`config.mk`:
```
export PLATFORM = sky130hd
export DESIGN_NAME = bus_uart_tx
export DESIGN_NICKNAME = d
export VERILOG_FILES = /design/src/rtl/uart_pkg.sv /design/src/rtl/sync_fifo.sv /design/src/rtl/bus_uart_tx.sv
export SDC_FILE = /design/constraint.sdc
export NUM_CORES = 1
export LEC_CHECK = 0
export ABC_CLOCK_PERIOD_IN_PS = 6100
export CAP_MARGIN = 20
export CORE_MARGIN = 2
export CORE_UTILIZATION = 57
export DETAILED_ROUTE_END_ITERATION = 8
export PLACE_DENSITY = 0.88
export SLEW_MARGIN = 25
export SYNTH_ARGS = -nofsm -noshare
export SYNTH_HDL_FRONTEND = slang
export SYNTH_SLANG_ARGS = --single-unit
export TNS_END_PERCENT = 20
```
`constraint.sdc`:
```
create_clock -name clk_i -period 6.1 [get_ports clk_i]
set_input_delay 1.22 -clock clk_i [delete_from_list [all_inputs] [get_ports clk_i]]
set_output_delay 1.22 -clock clk_i [all_outputs]
set_load 0.01 [all_outputs]
```
`src/rtl/uart_pkg.sv`:
```
// Shared definitions for the UART blocks: register offsets, STATUS layout
// and the serializer state encoding.
package uart_pkg;

  localparam logic [1:0] REG_TXDATA = 2'd0;
  localparam logic [1:0] REG_STATUS = 2'd1;
  localparam logic [1:0] REG_BAUD   = 2'd2;

  localparam int STAT_BUSY    = 0;
  localparam int STAT_FULL    = 1;
  localparam int STAT_EMPTY   = 2;
  localparam int STAT_COUNT   = 8;
  localparam int STAT_COUNT_W = 4;

  typedef enum logic [1:0] {
    IDLE  = 2'd0,
    START = 2'd1,
    DATA  = 2'd2,
    STOP  = 2'd3
  } ser_state_t;

endpackage

```
`src/rtl/sync_fifo.sv`:
```
// Single-clock FIFO with occupancy count; a push into a full FIFO is taken
// only when a pop happens in the same cycle.
module sync_fifo #(
  parameter int Width = 8,
  parameter int Depth = 4
) (
  input  logic                     clk_i,
  input  logic                     rst_i,
  input  logic                     push_i,
  input  logic [Width-1:0]         data_i,
  input  logic                     pop_i,
  output logic [Width-1:0]         data_o,
  output logic                     full_o,
  output logic                     empty_o,
  output logic [$clog2(Depth):0]   count_o
);

  localparam int AW = $clog2(Depth);

  logic [Width-1:0] mem [Depth];
  logic [AW:0]      wr_ptr;
  logic [AW:0]      rd_ptr;
  logic             do_push;
  logic             do_pop;

  assign count_o = wr_ptr - rd_ptr;
  assign full_o  = (count_o == (AW+1)'(Depth));
  assign empty_o = (wr_ptr == rd_ptr);
  assign data_o  = mem[rd_ptr[AW-1:0]];
  assign do_pop  = pop_i & ~empty_o;
  assign do_push = push_i & (~full_o | do_pop);

  always_ff @(posedge clk_i or negedge rst_i) begin
    if (!rst_i) begin
      wr_ptr <= '0;
      rd_ptr <= '0;
    end else begin
      if (do_push) wr_ptr <= wr_ptr + 1'b1;
      if (do_pop)  rd_ptr <= rd_ptr + 1'b1;
    end
  end

  always_ff @(posedge clk_i) begin
    if (do_push) mem[wr_ptr[AW-1:0]] <= data_i;
  end

endmodule

```
`src/rtl/bus_uart_tx.sv`:
```
// Memory-mapped 8N1 UART transmitter: bus register decode with one-cycle
// grant, TX FIFO, and a bit-timed serializer.
//
// state | meaning
// IDLE  | line high, pops next byte when FIFO has data
// START | start bit (low) for one bit period
// DATA  | 8 data bits, LSB first
// STOP  | stop bit (high) for one bit period
module bus_uart_tx
  import uart_pkg::*;
#(
  parameter int          AddrWidth  = 32,
  parameter int          DataWidth  = 32,
  parameter int          FifoDepth  = 4,
  parameter logic [15:0] DefaultDiv = 16'd867
) (
  input  logic                 clk_i,
  input  logic                 rst_i,
  input  logic                 re_i,
  input  logic                 we_i,
  input  logic [AddrWidth-1:0] addr_i,
  input  logic [DataWidth-1:0] wdata_i,
  output logic [DataWidth-1:0] rdata_o,
  output logic                 gnt_o,
  output logic                 tx_o
);

  localparam int CntW = $clog2(FifoDepth) + 1;

  logic            fifo_full, fifo_empty, fifo_push, fifo_pop;
  logic [7:0]      fifo_head;
  logic [CntW-1:0] fifo_count;
  logic [15:0]     baud_div;
  logic [1:0]      reg_sel;
  logic            req, wr_stall, accept;
  logic [DataWidth-1:0] rd_val;

  ser_state_t  state, state_d;
  logic        tx_d;
  logic [7:0]  shift_q, shift_d;
  logic [2:0]  bit_cnt, bit_cnt_d;
  logic [15:0] timer, timer_d;
  logic [15:0] div_lat, div_d;
  logic        bit_done;

  logic unused_bits;
  assign unused_bits = ^{addr_i[AddrWidth-1:4], addr_i[1:0], wdata_i[DataWidth-1:16]};

  assign reg_sel   = addr_i[3:2];
  assign req       = (re_i | we_i) & ~gnt_o;
  // A TXDATA write waits while full, but slips in on the cycle the serializer pops.
  assign wr_stall  = we_i & (reg_sel == REG_TXDATA) & fifo_full & ~fifo_pop;
  assign accept    = req & ~wr_stall;
  assign fifo_push = accept & we_i & (reg_sel == REG_TXDATA);

  sync_fifo #(
    .Width (8),
    .Depth (FifoDepth)
  ) u_fifo (
    .clk_i   (clk_i),
    .rst_i   (rst_i),
    .push_i  (fifo_push),
    .data_i  (wdata_i[7:0]),
    .pop_i   (fifo_pop),
    .data_o  (fifo_head),
    .full_o  (fifo_full),
    .empty_o (fifo_empty),
    .count_o (fifo_count)
  );

  always_comb begin
    rd_val = '0;
    case (reg_sel)
      REG_STATUS: begin
        rd_val[STAT_BUSY]  = (state != IDLE);
        rd_val[STAT_FULL]  = fifo_full;
        rd_val[STAT_EMPTY] = fifo_empty;
        rd_val[STAT_COUNT +: STAT_COUNT_W] = STAT_COUNT_W'(fifo_count);
      end
      REG_BAUD: rd_val[15:0] = baud_div;
      default:  rd_val = '0;
    endcase
  end

  always_ff @(posedge clk_i or negedge rst_i) begin
    if (!rst_i) begin
      gnt_o    <= 1'b0;
      rdata_o  <= '0;
      baud_div <= DefaultDiv;
    end else begin
      gnt_o   <= accept;
      rdata_o <= (accept & ~we_i) ? rd_val : '0;
      if (accept & we_i & (reg_sel == REG_BAUD)) baud_div <= wdata_i[15:0];
    end
  end

  assign bit_done = (timer == 16'd0);

  always_comb begin
    state_d   = state;
    tx_d      = tx_o;
    shift_d   = shift_q;
    bit_cnt_d = bit_cnt;
    timer_d   = timer;
    div_d     = div_lat;
    fifo_pop  = 1'b0;
    case (state)
      IDLE: begin
        if (!fifo_empty) begin
          fifo_pop = 1'b1;
          shift_d  = fifo_head;
          div_d    = baud_div;
          timer_d  = baud_div;
          tx_d     = 1'b0;
          state_d  = START;
        end
      end
      START: begin
        if (bit_done) begin
          timer_d   = div_lat;
          tx_d      = shift_q[0];
          bit_cnt_d = 3'd0;
          state_d   = DATA;
        end else begin
          timer_d = timer - 16'd1;
        end
      end
      DATA: begin
        if (bit_done) begin
          timer_d = div_lat;
          if (bit_cnt == 3'd7) begin
            tx_d    = 1'b1;
            state_d = STOP;
          end else begin
            shift_d   = shift_q >> 1;
            tx_d      = shift_q[1];
            bit_cnt_d = bit_cnt + 3'd1;
          end
        end else begin
          timer_d = timer - 16'd1;
        end
      end
      STOP: begin
        if (bit_done) state_d = IDLE;
        else          timer_d = timer - 16'd1;
      end
      default: state_d = IDLE;
    endcase
  end

  always_ff @(posedge clk_i or negedge rst_i) begin
    if (!rst_i) begin
      state   <= IDLE;
      tx_o    <= 1'b1;
      shift_q <= '0;
      bit_cnt <= '0;
      timer   <= '0;
      div_lat <= '0;
    end else begin
      state   <= state_d;
      tx_o    <= tx_d;
      shift_q <= shift_d;
      bit_cnt <= bit_cnt_d;
      timer   <= timer_d;
      div_lat <= div_d;
    end
  end

endmodule

```
==> flow_summary.toml, run 1 <==
[clocking]
cts_hold_buf = 0
clk_latency_ps = 530
cts_buffers = 17
htree_levels = 4
tritoncts = "done"
root_buffer = "clkbuf_8"
cts_setup_buffers = 0
cts_sinks = 117
clk_pin_slew_ps = 60
clockBufferDepth = 2
cts_resized = 0

[timing]
slew_viol_final = 0
slew_headroom = 0.395
finalClockSkew_ps = 7.89
hold_violations = 0
finalCritPeriodShare = 0.528
rsz0062_at_grt = "false"
final-setup-viol-count = 0
tightest_slew_ps = 900
fin_tns_setup_ps = 0
final.min_clock_period_ps = 3220
fin_hold_ws_ps = 506
max_freq_ghz = 0.311
setup_ws_ps = 2880

[hold_path]
holdPathEnd = "gnt_o"
hold_path.class = "flop to flop"
hold-path-cell-count = 1
min_from = "gnt_o"

[flow_run]
maxCapViolCount = 0

[synth]
yosysWarnings = 0
synth_cells = 480
ys.flop_type = "dfrtp_1"
synth_area_um2 = 5790
ys_seq_area_frac = 0.535
ys_ff_latch = 117
synth_top_area_cell = "dfrtp_1"
synth_top_area_frac = 0.337
synth_cell_type_count = 70
synth_edf_count = 32
avgSynthCellArea_um2 = 12.1
async_flop_share = 0.726
synth.area.top_cells = "dfrtp_1 (34%), edfxtp_1 (17%), mux2_2 (7.8%)"

[die]
die_area_um2 = 11000
start_util = 0.590
die_y_um = 105
die_w_um = 105
fp-row-count = 36
io_pins = 102
core-area_um2 = 9820

[routing]
route.detailed.drc = 0
vias = 4107
vias_per_cell = 6.15
wirelength_mm = 13.4
ant_nets = 0
wl_per_cell_um = 20.0
firstDrtPassIters = 7
drtIter0Drc = 385

[worst_setup_path]
cp_num_cells = 6
critPathSlowestCell = "dfrtp_1"
crit_chain = "ha_1 -> fa_1 -> xor3_1 -> and3_1 -> a21oi_1 -> and2_1"
reg2reg_slack_ps = 2880
cp_data_required_time_ps = 6260
critPathKind = "flop to flop"
crit_start = "u_fifo.rd_ptr[0]"
slowest_delay_ps = 630
reg2reg_from = "u_fifo.rd_ptr[0]"
r2r_cells = 6
crit_arrival_ps = 3380
cp_num_buf_inv = 0
critical_path.top_delay_family = "simple AND/OR/NAND/NOR gates"
start_kind = "flop"
r2r_end = "u_fifo.mem[3][7]"
end_kind = "flop"
crit_fanout = 11

[global_route]
grt_max_degree = 54
grt_pass1_wl_mm = 22.0
grt_pass1_vias = 4304
grt_antenna_before_repair = 0
track_usage = 0.259
gr-total-overflow = 0

[cells_and_area]
antennaDiodeCount = 0
syn2layout_area_growth_pct = 19.6
final_layout_size_suffix_gt1_frac = 0.202
num-nets-final = 610
stdcell_area_um2 = 6930
finish.utilization = 0.706
stdcell_count = 668

[run_status]
outcome = "finished, final reports clean"

[placement]
pre_cts_ws_ps = 2730
placed_cells = 636
numPortBuffers = 39
gp_congestion = 0.901
dpl-instance-area_um2 = 6270
dp_hpwl_mm = 8.31

[pwr]
p_leak_nw = 2.86
ir_drop_mv = 0.355
p_total_mw = 3.91
power.density_nw_per_um2 = 564
[worst max-delay path by stage]
stage                       end
4_1_cts        u_fifo.mem[3][2]
3_3_place_gp       baud_div[15]
3_5_place_dp   u_fifo.mem[3][6]
2_1_floorplan      baud_div[10]
6_report       u_fifo.mem[3][7]
5_1_grt        u_fifo.mem[3][7]
[Yosys cell counts, drive strengths merged, types with 4 or more instances]
cell type   n
a21oi      14
dfstp       7
nor3        8
buf        22
o21ai      31
nand2b      4
or3         6
dfrtp      78
xnor2       8
o22ai       4
and2       14
inv        21
a221oi     10
nand3       4
mux2       40
a22oi       6
nor4        5
clkbuf     15
nand2      43
xor2        4
nand4       7
ha         19
mux4        8
a31oi       7
nor2       22
edfxtp     32
[layer usage]
| layer | part of all wire | global-route usage | vias up |
|---|---|---|---|
| met2 | 0.51 | 0.426 | 219 |
| li1 | - | - | 1807 |
| met3 | 0.068 | 0.0636 | 40 |
| met4 | 0.026 | 0.121 | 0 |
| met1 | 0.40 | 0.322 | 2041 |
| met5 | 0 | 0 | - |
[power breakdown]
group	internal, mW	switching (mW)	leakage (nW)
clock network	0.754	0.359	0.318
logic	0.652	0.814	1.21
registers	1.07	0.264	1.34
[state kept, by name (all words and copies together) (netlist names)]
| signal | flops |
|---|---|
| u_fifo.mem | 32 |
| baud_div | 16 |
| state | 2 |
| rdata_o | 16 |
| div_lat | 16 |
| bit_cnt | 3 |
| u_fifo.rd_ptr | 3 |
| u_fifo.wr_ptr | 3 |
| shift_q | 8 |
| tx_o | 1 |
| gnt_o | 1 |
| timer | 16 |
[cell usage in the layout (no fill, tap or decap), drive strengths merged, types with 16 or more instances in the layout]
cell type	synthesis	final
dfrtp	78	78
nand2	43	43
mux2	40	40
clkdlybuf4s50	0	38
edfxtp	32	32
o21ai	31	31
nor2	22	22
inv	21	22
ha	19	19
clkbuf	15	18
conb	1	16
[cells by family (layout without fill, tap and decap cells)]
family / Yosys count / count (layout) / share of synthesized area
DFF: 117 / 117 / 0.535
xor gates and xnor gates: 13 / 13 / 0.0223
muxes: 49 / 49 / 0.111
buffers and inverters: 58 / 98 / 0.0503
adders and majority gates: 20 / 20 / 0.0445
and+or+nand+nor: 128 / 128 / 0.127
AOI/OAI and AO/OA: 94 / 94 / 0.110
other: 1 / 16 / 0.000648
[layout make-up]
class	count	area, um^2
inverters	21	78.8
flip-flops and latches	117	3100
clock buffers	18	428
well taps	133	166
clock inverters	14	230
fillers	654	2890
multi-input cells	320	2470
repair buffers	45	453
Note: power is estimated with default switching activity, not from simulation.
==> run 2: changes to the inputs <==
Settings changed: ABC_CLOCK_PERIOD_IN_PS 6100 to 3300, CORE_UTILIZATION 57 to 53, PLACE_DENSITY 0.88 to 0.83.
Clock period 6.1 ns to 3.3 ns, I/O delays scaled along.
==> run 2 against run 1 <==
  * Core utilization shrank 6.4 points
  * Highest routed layer unchanged
  * Power grew 79%
  * Wire length shrank 6.1%
  * Via count shrank 2.2%
  * Die area grew 7.3%
  * Global-route usage shrank 2.4 points
  * Final cell count grew 1.8%
  * Critical path type unchanged
  * Worst hold slack lost 330 ps
==> flow_summary.toml, run 2 (synthesis gave the netlist of run 1 again) <==
[run_status]
outcome = "finished, final reports clean"

[routing]
vias_per_cell = 5.91
firstDrtPassIters = 5
drtIter0Drc = 273
route.detailed.drc = 0
wl_per_cell_um = 18.5
wirelength_mm = 12.6
vias = 4017
ant_nets = 0

[worst_setup_path]
crit_arrival_ps = 3000
start_kind = "flop"
crit_fanout = 12
critPathKind = "flop to flop"
end_kind = "flop"
cp_data_required_time_ps = 3460

[pwr]
switching_share = 0.365
p_leak_nw = 2.85
pwr-share-seq = 0.345
comb_power_share = 0.389
power.density_nw_per_um2 = 1010
power_frac_clock = 0.266
switchingPower_mw = 2.55
p_int_mw = 4.44
ir_drop_mv = 0.596

[placement]
dp_hpwl_mm = 8.02
numPortBuffers = 39
gp_congestion = 0.879
placed_cells = 648
dpl-instance-area_um2 = 6280

[clocking]
clockBufferDepth = 2
cts_buffers = 17
clk_pin_slew_ps = 50
cts_sinks = 117
tritoncts = "done"
htree_levels = 4
cts_hold_buf = 0
clk_latency_ps = 520
cts_resized = 0
root_buffer = "clkbuf_8"
cts_setup_buffers = 0

[cells_and_area]
final_common_cell = "dfrtp_1"
final_layout_size_suffix_gt1_frac = 0.206
antennaDiodeCount = 0
final-seq-area_um2 = 3100
num-nets-final = 615
stdcell_count = 680
largest_reg_flops = 32
most-common-layout-cells = "dfrtp_1 (78), nand2_1 (43), mux2_2 (40), clkdlybuf4s50_1 (38), edfxtp_1 (32)"
stdcell_area_um2 = 6890
fillCellCount = 781
syn2layout_area_growth_pct = 19.0
multi_input_area_um2 = 2460

[global_route]
grt_pass1_wl_mm = 20.6
grt_max_degree = 86
grt_pass1_vias = 3978
gr-total-overflow = 0
track_usage = 0.234
grt_antenna_before_repair = 0

[timing]
finalCritPeriodShare = 0.860
rsz0062_at_grt = "false"
max_freq_ghz = 0.352
final.min_clock_period_ps = 2840
tightest_slew_ps = 767
slew_headroom = 0.489
slew_viol_final = 0
finalClockSkew_ps = 4.80
fin_tns_setup_ps = 0
hold_violations = 0
final-setup-viol-count = 0

[flow_run]
maxCapViolCount = 0

[die]
start_util = 0.539
die_y_um = 109
die_area_um2 = 11800
fp-row-count = 38
die_w_um = 109
core-area_um2 = 10700
io_pins = 102

[hold_path]
hold_path.class = "input port to async pin"
[run 2: changes by cell type in the layout (fill, tap and decap cells not counted), sizes merged]
| cell | before | now |
|---|---|---|
| clkbuf | 18 | 24 |
| bufinv | 6 | 3 |
| clkinv | 6 | 4 |
| buf | 7 | 12 |
| inv | 22 | 21 |
[run 2: layout make-up]
cell class	count	share of cell area
well taps	140	0.0254
flip-flops and latches	117	0.449
inverters	21	0.0114
multi-input cells	320	0.357
clock buffers	24	0.0699
clock inverters	8	0.0176
repair buffers	50	0.0688
[run 2: routing by layer]
metal,share of wire,track usage,up-vias
met2,0.49,0.370,163
met1,0.43,0.310,2008
met3,0.055,0.0579,29
met4,0.025,0.0998,0
met5,0,0,-
li1,-,-,1817
[run 2: path summary, 6_finish.rpt]
| check | depth (start not counted) | start | endpoint | slack, ps |
|---|---|---|---|---|
| worst min register to register | 1 | div_lat[4] | div_lat[4] | 510 |
| worst max register to register | 5 | u_fifo.rd_ptr[1] | u_fifo.mem[3][7] | 460 |
| min in group clk_i | 1 | div_lat[4] | div_lat[4] | 510 |
| worst max-delay path | 5 | u_fifo.rd_ptr[1] | u_fifo.mem[3][7] | 460 |
| worst min-delay path | 1 | rst_i | rdata_o[13] | 180 |
| max in group asynchronous | 1 | rst_i | gnt_o | 2580 |
[run 2: metrics by stage]
stage,hold slack (ps),total power [mW],setup slack [ps],util
after floorplan,364,4.33,799,-
after CTS,364,6.97,450,0.641
after detailed placement,480,5.05,479,0.585
after global routing,250,7.40,304,0.641
after global placement,466,4.91,514,0.585
final,179,6.99,462,0.641
[run 2: worst max-delay path, cell delays in order, from the launching register on]
cell and delay [ps]:
dfrtp_1 570, fa_1 500, xor3_1 220, and3_1 250, a21oi_1 420, and2_1 510
[run 2: power by group through the flow]
stage / Combinational [mW] / Sequential (mW) / Clock, mW
final: 2.72 / 2.41 / 1.86
after global routing: 2.98 / 2.47 / 1.95
after CTS: 2.69 / 2.40 / 1.88
after detailed placement: 2.64 / 2.41 / 0
after global placement: 2.53 / 2.39 / 0
after floorplan: 2.07 / 2.27 / 0
